### src/rtl/branch_predictor.sv
// Dynamic branch predictor: direct-mapped BTB plus a table of 2-bit
// saturating counters, indexed bimodally or by gshare. Lookup is purely
// combinational on the fetch PC; training happens when a control
// instruction resolves in EX. Two saturating counters track resolved and
// mispredicted control instructions.
module branch_predictor #(
    parameter int XLEN     = 32,
    parameter int IDX_BITS = 5,
    parameter int GHR_BITS = 5,
    parameter int MODE     = 2
) (
    input  logic                clk,
    input  logic                reset,
    input  logic [XLEN-1:0]     if_pc,
    output logic                pred_taken,
    output logic [XLEN-1:0]     pred_target,
    output logic [IDX_BITS-1:0] pred_idx,
    input  logic                upd_valid,
    input  logic [XLEN-1:0]     upd_pc,
    input  logic [IDX_BITS-1:0] upd_idx,
    input  logic                upd_is_branch,
    input  logic                upd_taken,
    input  logic [XLEN-1:0]     upd_target,
    input  logic                upd_mispredict,
    output logic [31:0]         stat_resolved,
    output logic [31:0]         stat_mispredicts
);

    localparam int DEPTH = 1 << IDX_BITS;
    localparam int TAG_W = XLEN - IDX_BITS - 2;

    logic [DEPTH-1:0]    btb_valid;
    logic [DEPTH-1:0]    btb_jump;
    logic [TAG_W-1:0]    btb_tag    [DEPTH];
    logic [XLEN-1:0]     btb_target [DEPTH];
    logic [1:0]          pht        [DEPTH];
    logic [GHR_BITS-1:0] ghr;

    logic [IDX_BITS-1:0] bidx;
    logic                hit;
    logic [XLEN-1:0]     pc_plus4;
    logic [IDX_BITS-1:0] upd_bidx;

    // Word-aligned PCs: the low two bits of the resolved PC carry no information.
    logic unused_upd_pc_lsbs;
    assign unused_upd_pc_lsbs = ^upd_pc[1:0];

    assign upd_bidx = upd_pc[IDX_BITS+1:2];

    // Lookup: BTB hit, PHT index and predicted next PC for the fetch PC.
    // During reset every valid bit is clear, so the lookup always misses and
    // falls through to PC+4 without needing reset in this path.
    always_comb begin
        bidx        = if_pc[IDX_BITS+1:2];
        hit         = btb_valid[bidx] && (btb_tag[bidx] == if_pc[XLEN-1:IDX_BITS+2]);
        pc_plus4    = if_pc + XLEN'(4);
        pred_idx    = bidx;
        pred_taken  = 1'b0;
        if (MODE == 2) begin
            pred_idx = bidx ^ IDX_BITS'(ghr);
        end
        if (MODE != 0) begin
            pred_taken = hit && (btb_jump[bidx] || pht[pred_idx][1]);
        end
        pred_target = pred_taken ? btb_target[bidx] : pc_plus4;
    end

    // BTB: taken outcomes allocate (or overwrite an aliasing entry);
    // not-taken branches leave the entry untouched.
    always_ff @(posedge clk or negedge reset) begin
        if (!reset) begin
            btb_valid <= '0;
            btb_jump  <= '0;
            for (int i = 0; i < DEPTH; i++) begin
                btb_tag[i]    <= '0;
                btb_target[i] <= '0;
            end
        end else if (upd_valid && upd_taken) begin
            btb_valid[upd_bidx]  <= 1'b1;
            btb_jump[upd_bidx]   <= !upd_is_branch;
            btb_tag[upd_bidx]    <= upd_pc[XLEN-1:IDX_BITS+2];
            btb_target[upd_bidx] <= upd_target;
        end
    end

    // PHT: train the counter selected at fetch time, saturating at 0 and 3.
    always_ff @(posedge clk or negedge reset) begin
        if (!reset) begin
            for (int i = 0; i < DEPTH; i++) begin
                pht[i] <= 2'b01;
            end
        end else if (upd_valid && upd_is_branch) begin
            if (upd_taken && (pht[upd_idx] != 2'b11)) begin
                pht[upd_idx] <= pht[upd_idx] + 2'b01;
            end else if (!upd_taken && (pht[upd_idx] != 2'b00)) begin
                pht[upd_idx] <= pht[upd_idx] - 2'b01;
            end
        end
    end

    // GHR: shift in conditional-branch outcomes only, newest in bit 0.
    always_ff @(posedge clk or negedge reset) begin
        if (!reset) begin
            ghr <= '0;
        end else if (upd_valid && upd_is_branch) begin
            ghr <= (ghr << 1) | GHR_BITS'(upd_taken);
        end
    end

    // Statistics: saturating counts of resolved and mispredicted instructions.
    always_ff @(posedge clk or negedge reset) begin
        if (!reset) begin
            stat_resolved    <= '0;
            stat_mispredicts <= '0;
        end else if (upd_valid) begin
            if (stat_resolved != '1) begin
                stat_resolved <= stat_resolved + 32'd1;
            end
            if (upd_mispredict && (stat_mispredicts != '1)) begin
                stat_mispredicts <= stat_mispredicts + 32'd1;
            end
        end
    end

endmodule

### config.mk
export PLATFORM = sky130hd
export DESIGN_NAME = branch_predictor
export DESIGN_NICKNAME = d
export VERILOG_FILES = /design/src/rtl/branch_predictor.sv
export SDC_FILE = /design/constraint.sdc
export NUM_CORES = 2
export LEC_CHECK = 0
export CORE_AREA = 2 2 434 436
export DETAILED_ROUTE_END_ITERATION = 12
export DIE_AREA = 0 0 436 438
export GPL_ROUTABILITY_DRIVEN = 0
export MAX_ROUTING_LAYER = met4
export PLACE_DENSITY_LB_ADDON = 0.25
export SLEW_MARGIN = 10
export SYNTH_ARGS = -nofsm -noshare
export SYNTH_HDL_FRONTEND = slang
export SYNTH_SLANG_ARGS = --single-unit
### constraint.sdc
create_clock -name clk -period 7.21 [get_ports clk]
set_input_delay 2.163 -clock clk [delete_from_list [all_inputs] [get_ports clk]]
set_output_delay 2.163 -clock clk [all_outputs]
set_load 0.05 [all_outputs]
# After elaboration in Yosys (flattened, before gate mapping)
# Cells that the tools add are included.
dict set report op_classes {
  n_reduce_logical 18
  mux 32
  order_cmp 9
  bitwise_logic 7
  eq_ne 4
  addsub 5
}
# op n
set op_table {}
lappend op_table {{1024-bit bitwise mux} 1}
lappend op_table {{800-bit bitwise mux} 1}
lappend op_table {{32-bit binary-select mux with 5-bit select} 1}
lappend op_table {{32-bit demux with 5-bit select} 1}
lappend op_table {{64-bit bitwise mux} 2}
lappend op_table {{32-bit 2-to-1 mux} 4}
lappend op_table {{64-bit 2-to-1 mux} 2}
lappend op_table {{25-bit binary-select mux with 5-bit select} 1}
lappend op_table {{25-bit demux with 5-bit select} 1}
lappend op_table {{25-bit 2-to-1 mux} 3}
lappend op_table {{32-bit by 1-bit adder with 32-bit output (second input constant)} 2}
lappend op_table {{32-bit != test (second input constant)} 2}
lappend op_table {{32-bit by 3-bit adder with 32-bit output (second input constant)} 1}
lappend op_table {{32-bit bitwise mux} 1}
lappend op_table {{32-bit bitwise OR} 1}
lappend op_table {{25-bit equality test} 1}
lappend op_table {{6-bit greater-or-equal comparator (second input constant)} 4}
lappend op_table {{5-bit inverter with 6-bit output} 4}
lappend op_table {{2-bit binary-select mux with 5-bit select} 2}
lappend op_table {{5-bit by 6-bit less-than comparator with 1-bit output (second input constant)} 2}
lappend op_table {{6-bit by 1-bit less-than comparator with 1-bit output (second input constant)} 2}
lappend op_table {{1-bit binary-select mux with 5-bit select} 2}
lappend op_table {{2-bit demux with 5-bit select} 1}
lappend op_table {{1-bit logical AND} 10}
lappend op_table {{13 further kinds} 23}
dict set report word_totals {
  output_inout_bits 102
  ff_bits 2021
  wordCells 176
  inputBits 107
}

# Depth between registers and ports, before layout
dict set report depth {
  word_depth 8
  depth_mapped 19
  depth_no_buf 13
}

# Least setup slack after synthesis
# Ideal clock, no wire load.
dict set report synth_timing {
  path_kind {in2out}
  from {in if_pc[2]}
  to {out pred_target[7]}
  path_slack_ns -1.707
  required_time_ns 5.047
  n_path_buf 2
  cell_stages 12
  t_arrival_ns 6.754
  cell_sequence {buf_6 xor2_1 mux4_1 mux4_2 a221oi_1 or3b_2 nand4_1 nor4_4 buf_6 mux2i_1 o21ai_0 a21oi_1}
}
dict set report synth_via {
  elab_chain_cells 8
}
# item line_no
set synth_lines {}
lappend synth_lines {{from (decl)} 14} ;# input logic [XLEN-1:0] if_pc,
lappend synth_lines {{5-bit XOR} 60} ;# pred_idx = bidx ^ IDX_BITS'(ghr);
lappend synth_lines {{via pred_idx[0]} 17} ;# output logic [IDX_BITS-1:0] pred_idx,
lappend synth_lines {{5-bit inverter with 6-bit output (not written as such)} 63} ;# pred_taken = hit && (btb_jump[bidx] || pht[pred_idx][1]);
lappend synth_lines {{2-bit binary-select mux with 5-bit select} 63}
lappend synth_lines {{2-bit 2-to-1 mux (not written as such) (2 in a row)} 63}
lappend synth_lines {{1-bit logical OR} 63}
lappend synth_lines {{1-bit logical AND} 63}
lappend synth_lines {{32-bit 2-to-1 mux} 65} ;# pred_target = pred_taken ? btb_target[bidx] : pc_plus4;
lappend synth_lines {{to (decl)} 16} ;# output logic [XLEN-1:0] pred_target,
# The timed path passes the listed nets, and every way through them passes these cells. The select of a mux whose other input is x is not followed.

# Final worst setup path
dict set report layout_timing {
  from {in if_pc[2]}
  to {out pred_target[11]}
}
dict set report layout_via {
  elab_chain_cells 8
}
# item line_no
set layout_lines {}
lappend layout_lines {{5-bit inverter with 6-bit output (not written as such) / 5-bit XOR (equally long branches)} {55, 65, 60}}
lappend layout_lines {{25-bit binary-select mux with 5-bit select / 5-bit inverter with 6-bit output (equally long branches)} {55, 63}}
lappend layout_lines {{25-bit 2-to-1 mux (not written as such) / 2-bit binary-select mux with 5-bit select (equally long branches)} {55, 63}}
lappend layout_lines {{25-bit 2-to-1 mux (not written as such) / 2-bit 2-to-1 mux (equally long branches)} {55, 63}}
lappend layout_lines {{25-bit equality test / 2-bit 2-to-1 mux (equally long branches)} {55, 63}}
lappend layout_lines {{1-bit logical AND / 1-bit logical OR (equally long branches)} {55, 63}}
lappend layout_lines {{1-bit logical AND} 63}
lappend layout_lines {{32-bit 2-to-1 mux (*)} 65}
# Mark *: on every way between the ends. The rest lies on a longest branch, timed or not. The select of a mux whose other input is x is not followed.

==> flow_metrics.tcl <==
set metrics [dict create \
    p_int_mw 21.8 \
    async_reset_ff_share_pct 100 \
    cts_sinks 2021 \
    final_common_cell "dfrtp_1" \
    setup_ws_ns -0.793 \
    instances_no_fill 9735 \
    viasPerCell 6.05 \
    drv_slew 0 \
    fin_worst_skew_ns 0.0201 \
    num_io_pins 209 \
    vias 58909 \
    hold_viol 0 \
    rr_startpoint "pht[1]" \
    drc_errors 0 \
    clkTransAtPathRegs_ns 0.06 \
    holdBufCountCts 0 \
    p_sw_mw 7.51 \
    vdd_drop_max_mv 0.211 \
    p_comb_share_pct 15.2 \
    synth.cell_area_um2 92600 \
    path_depth 19 \
    violations "setup timing" \
    critical_path_class "in -> out" \
    ant_nets 0 \
    fin_crit_ns 8.00 \
    grt_max_degree 169 \
    antenna_found_initial 21 \
    num_rows 159 \
    synth_top_area_share_pct 53.7 \
    area_growth_pct 18.2 \
    crit_family "buffers and inverters" \
    wl_per_cell_um 28.6 \
    dp.final_hpwl_mm 162 \
    seq_area_frac_synth_pct 54.6 \
    crit_required_ns 5.05 \
    seq_power_share_pct 46.6 \
    cp_cell_sequence "buf_16, buf_16, buf_16, or3b_4, buf_4, o22ai_2, a2111oi_2, buf_4, o21a_1, nor4_4, nand4bb_4, nor4_4, buf_6, buf_12, buf_12, clkbuf_16, buf_8, a31oi_4, buf_12" \
    yosysWarnings 0 \
    fillers 14658 \
    p_leak_nw 51.5 \
    synth_top_area_cell "dfrtp_1" \
    grt_setup_unrepaired "yes" \
    critPathSlowestCell "or3b_4" \
    fmax_mhz 125 \
    syn_inst 6737 \
    cp.buffers_inverters 11 \
    grt_pass1_vias 60940 \
    grt-busiest-layer "met2" \
    chipHeight_um 438 \
    utilization_pct 58.7 \
    first_iter_violations 5024 \
    avgSynthCellArea_um2 13.8 \
    ys.flop_type "dfrtp_1" \
    max_slew.worst_pin.slew_ns 1.24 \
    p_total_mw 29.3 \
    numPortBuffers 206 \
    critPathLaunch "if_pc[2]" \
    synth_enable_flop_cells 0 \
    cp_max_fo 11 \
    worstSetupStartpointType "input pin" \
    power_frac_clock_pct 38.2 \
    min_from "btb_valid[9]" \
    syn-num-nets 6849 \
    dp_cells 9280 \
    p_per_area_nw_per_um2 268 \
    clock_latency_ns 0.85 \
    use_met2_pct 47.5 \
    final_cell_mix "dfrtp_1, mux2_2, nand2_1" \
    layout-drive-gt1-share_pct 43.4 \
    design.core.area_um2 187000 \
    ys_seq_elements 2021 \
    wl_mm 278 \
    drt_pass1_iterations 7 \
    min_path_cells 1 \
    ys_top_cells_by_area "dfrtp_1, mux2_2, mux4_2, nand2_1, clkbuf_1" \
    finalCritPeriodShare_pct 111 \
    dp_slack_ns -1.20 \
    chipWidth_um 436 \
    drv_cap 0 \
    rr_worst_depth 13 \
    root_buffer "clkbuf_16" \
    setup_violations 33 \
    switching_share_pct 25.6 \
    numCtsBuffers 212 \
    tritoncts "built" \
    grt_util_all_layers_pct 30.2 \
    crit_end "pred_target[11]" \
    overflow 0 \
    critical_path.endpoint_type "output port" \
    min_path_type "reg -> reg" \
    die_area_um2 191000 \
    r2r-end "pht[63]" \
    grt_use_met3_pct 4.28 \
    r2r_slack_ns 3.77 \
    max_stage_delay_ns 0.46 \
    layout.nets 7172 \
    met1_usage_pct 39.5 \
    grt_pass1_wl_mm 414 \
    start_util_pct 49.6 \
    synth.distinct_cells 69 \
    tns_ns -23.72 \
    cts_buffer_depth 3 \
    cts-htree-levels 4 \
    relSlewSlack_pct 17.1 \
    status "finished, violations left" \
    cp.arrival_ns 5.84 \
]
power groups by stage:
stage	logic, mW	clock network [mW]	registers [mW]
detailed placement	4.33	0	13.8
floorplan	2.83	0	13.7
global placement	4.21	0	13.7
finish	4.44	11.2	13.6
global route	4.76	11.8	13.8
CTS	4.43	11.3	13.6
final cells by class:
class | instances | area (µm²) | area share, %
sequential | 2021 | 50600 | 46.2
multi-input combinational | 4103 | 40900 | 37.3
timing repair buffer | 701 | 7600 | 6.95
clock buffer | 321 | 6300 | 5.76
tap | 2495 | 3120 | 2.85
clock inverter | 59 | 833 | 0.761
inverter | 21 | 81.3 | 0.0743
antenna | 14 | 35.0 | 0.0320
synth_stat cells, types with 5 or more instances:
master / number
dfrtp_1: 1989
mux2_2: 1535
nand2_1: 1173
mux4_2: 509
clkbuf_1: 387
mux2i_1: 139
buf_1: 122
nor2_1: 114
xnor2_1: 63
a21oi_1: 56
buf_2: 52
o21ai_0: 47
nand3_1: 46
xor2_1: 37
dfstp_2: 32
a22o_1: 30
nor3_1: 29
nand2b_1: 26
nand4_1: 26
o221ai_1: 25
and3_1: 22
o22ai_1: 21
buf_6: 19
inv_1: 19
nor2b_1: 19
a22oi_1: 16
or2_2: 16
a2111oi_0: 13
a211oi_1: 13
and2_1: 13
buf_4: 10
nand3b_1: 10
o21a_1: 9
a211o_1: 7
a221oi_1: 6
and4_1: 6
nor3b_1: 6
a31oi_1: 5
ha_1: 5
nor4_1: 5
nor4b_1: 5
or3b_2: 5
registers in the layout, summed over array words and instances (netlist names), named ones only:
name              cells
ghr                   5
btb_tag             800
btb_target         1024
stat_resolved        32
btb_valid            32
stat_mispredicts     32
btb_jump             32
pht                  32
worst register-to-register path: stages, from the launching register on:
cell     delay [ns]
dfrtp_1        0.40
mux4_2         0.47
nor2b_1        0.15
a21oi_1        0.15
and4_1         0.26
inv_1          0.06
ha_1           0.20
nor2b_1        0.22
o21ba_2        0.23
nor2b_1        0.19
nor2b_1        0.35
buf_4          0.23
nand2_1        0.11
mux2_2         0.30
metrics by stage:
stage / hold WS [ns] / cell area, µm²
finish: 0.460 / 109000
global route: 0.477 / 109000
CTS: 0.463 / 109000
detailed placement: 0.449 / 101000
global placement: 0.444 / 101000
floorplan: 0.429 / 93300
worst min-delay path by stage:
| stage | to | slack [ns] |
|---|---|---|
| 6_report | btb_valid[9] | 0.46 |
| 3_5_place_dp | btb_valid[20] | 0.45 |
| 5_1_grt | btb_valid[22] | 0.48 |
| 3_3_place_gp | btb_valid[30] | 0.44 |
| 2_1_floorplan | btb_valid[28] | 0.43 |
| 4_1_cts | btb_valid[20] | 0.46 |
routing by layer:
metal  part of all wire (%)  routed length (µm)  up-vias
met5                      0                   0        -
met4                    4.7               13100        0
met3                    5.9               16400      551
met2                     49              135000     1900
met1                     41              113000    31739
li1                       -                   -    24719
cell families after synthesis:
| group | share of synthesized area (%) |
|---|---|
| AND/OR/NAND/NOR | 6.95 |
| buffers and inverters | 2.77 |
| XOR/XNOR | 0.945 |
| multiplexers | 32.6 |
| adder cells (fa/ha/maj) | 0.0675 |
| AO/OA/AOI/OAI | 2.03 |
| flip-flops | 54.6 |
timing repair:
item	in CTS	in global routing
pin swaps	40	45
gates resized for setup	106	106
hold endpoints to repair	0	0
buffers inserted	39	17
cloned	7	1
setup endpoints to repair	33	33
No activity file was read; power rests on OpenSTA's default activity.
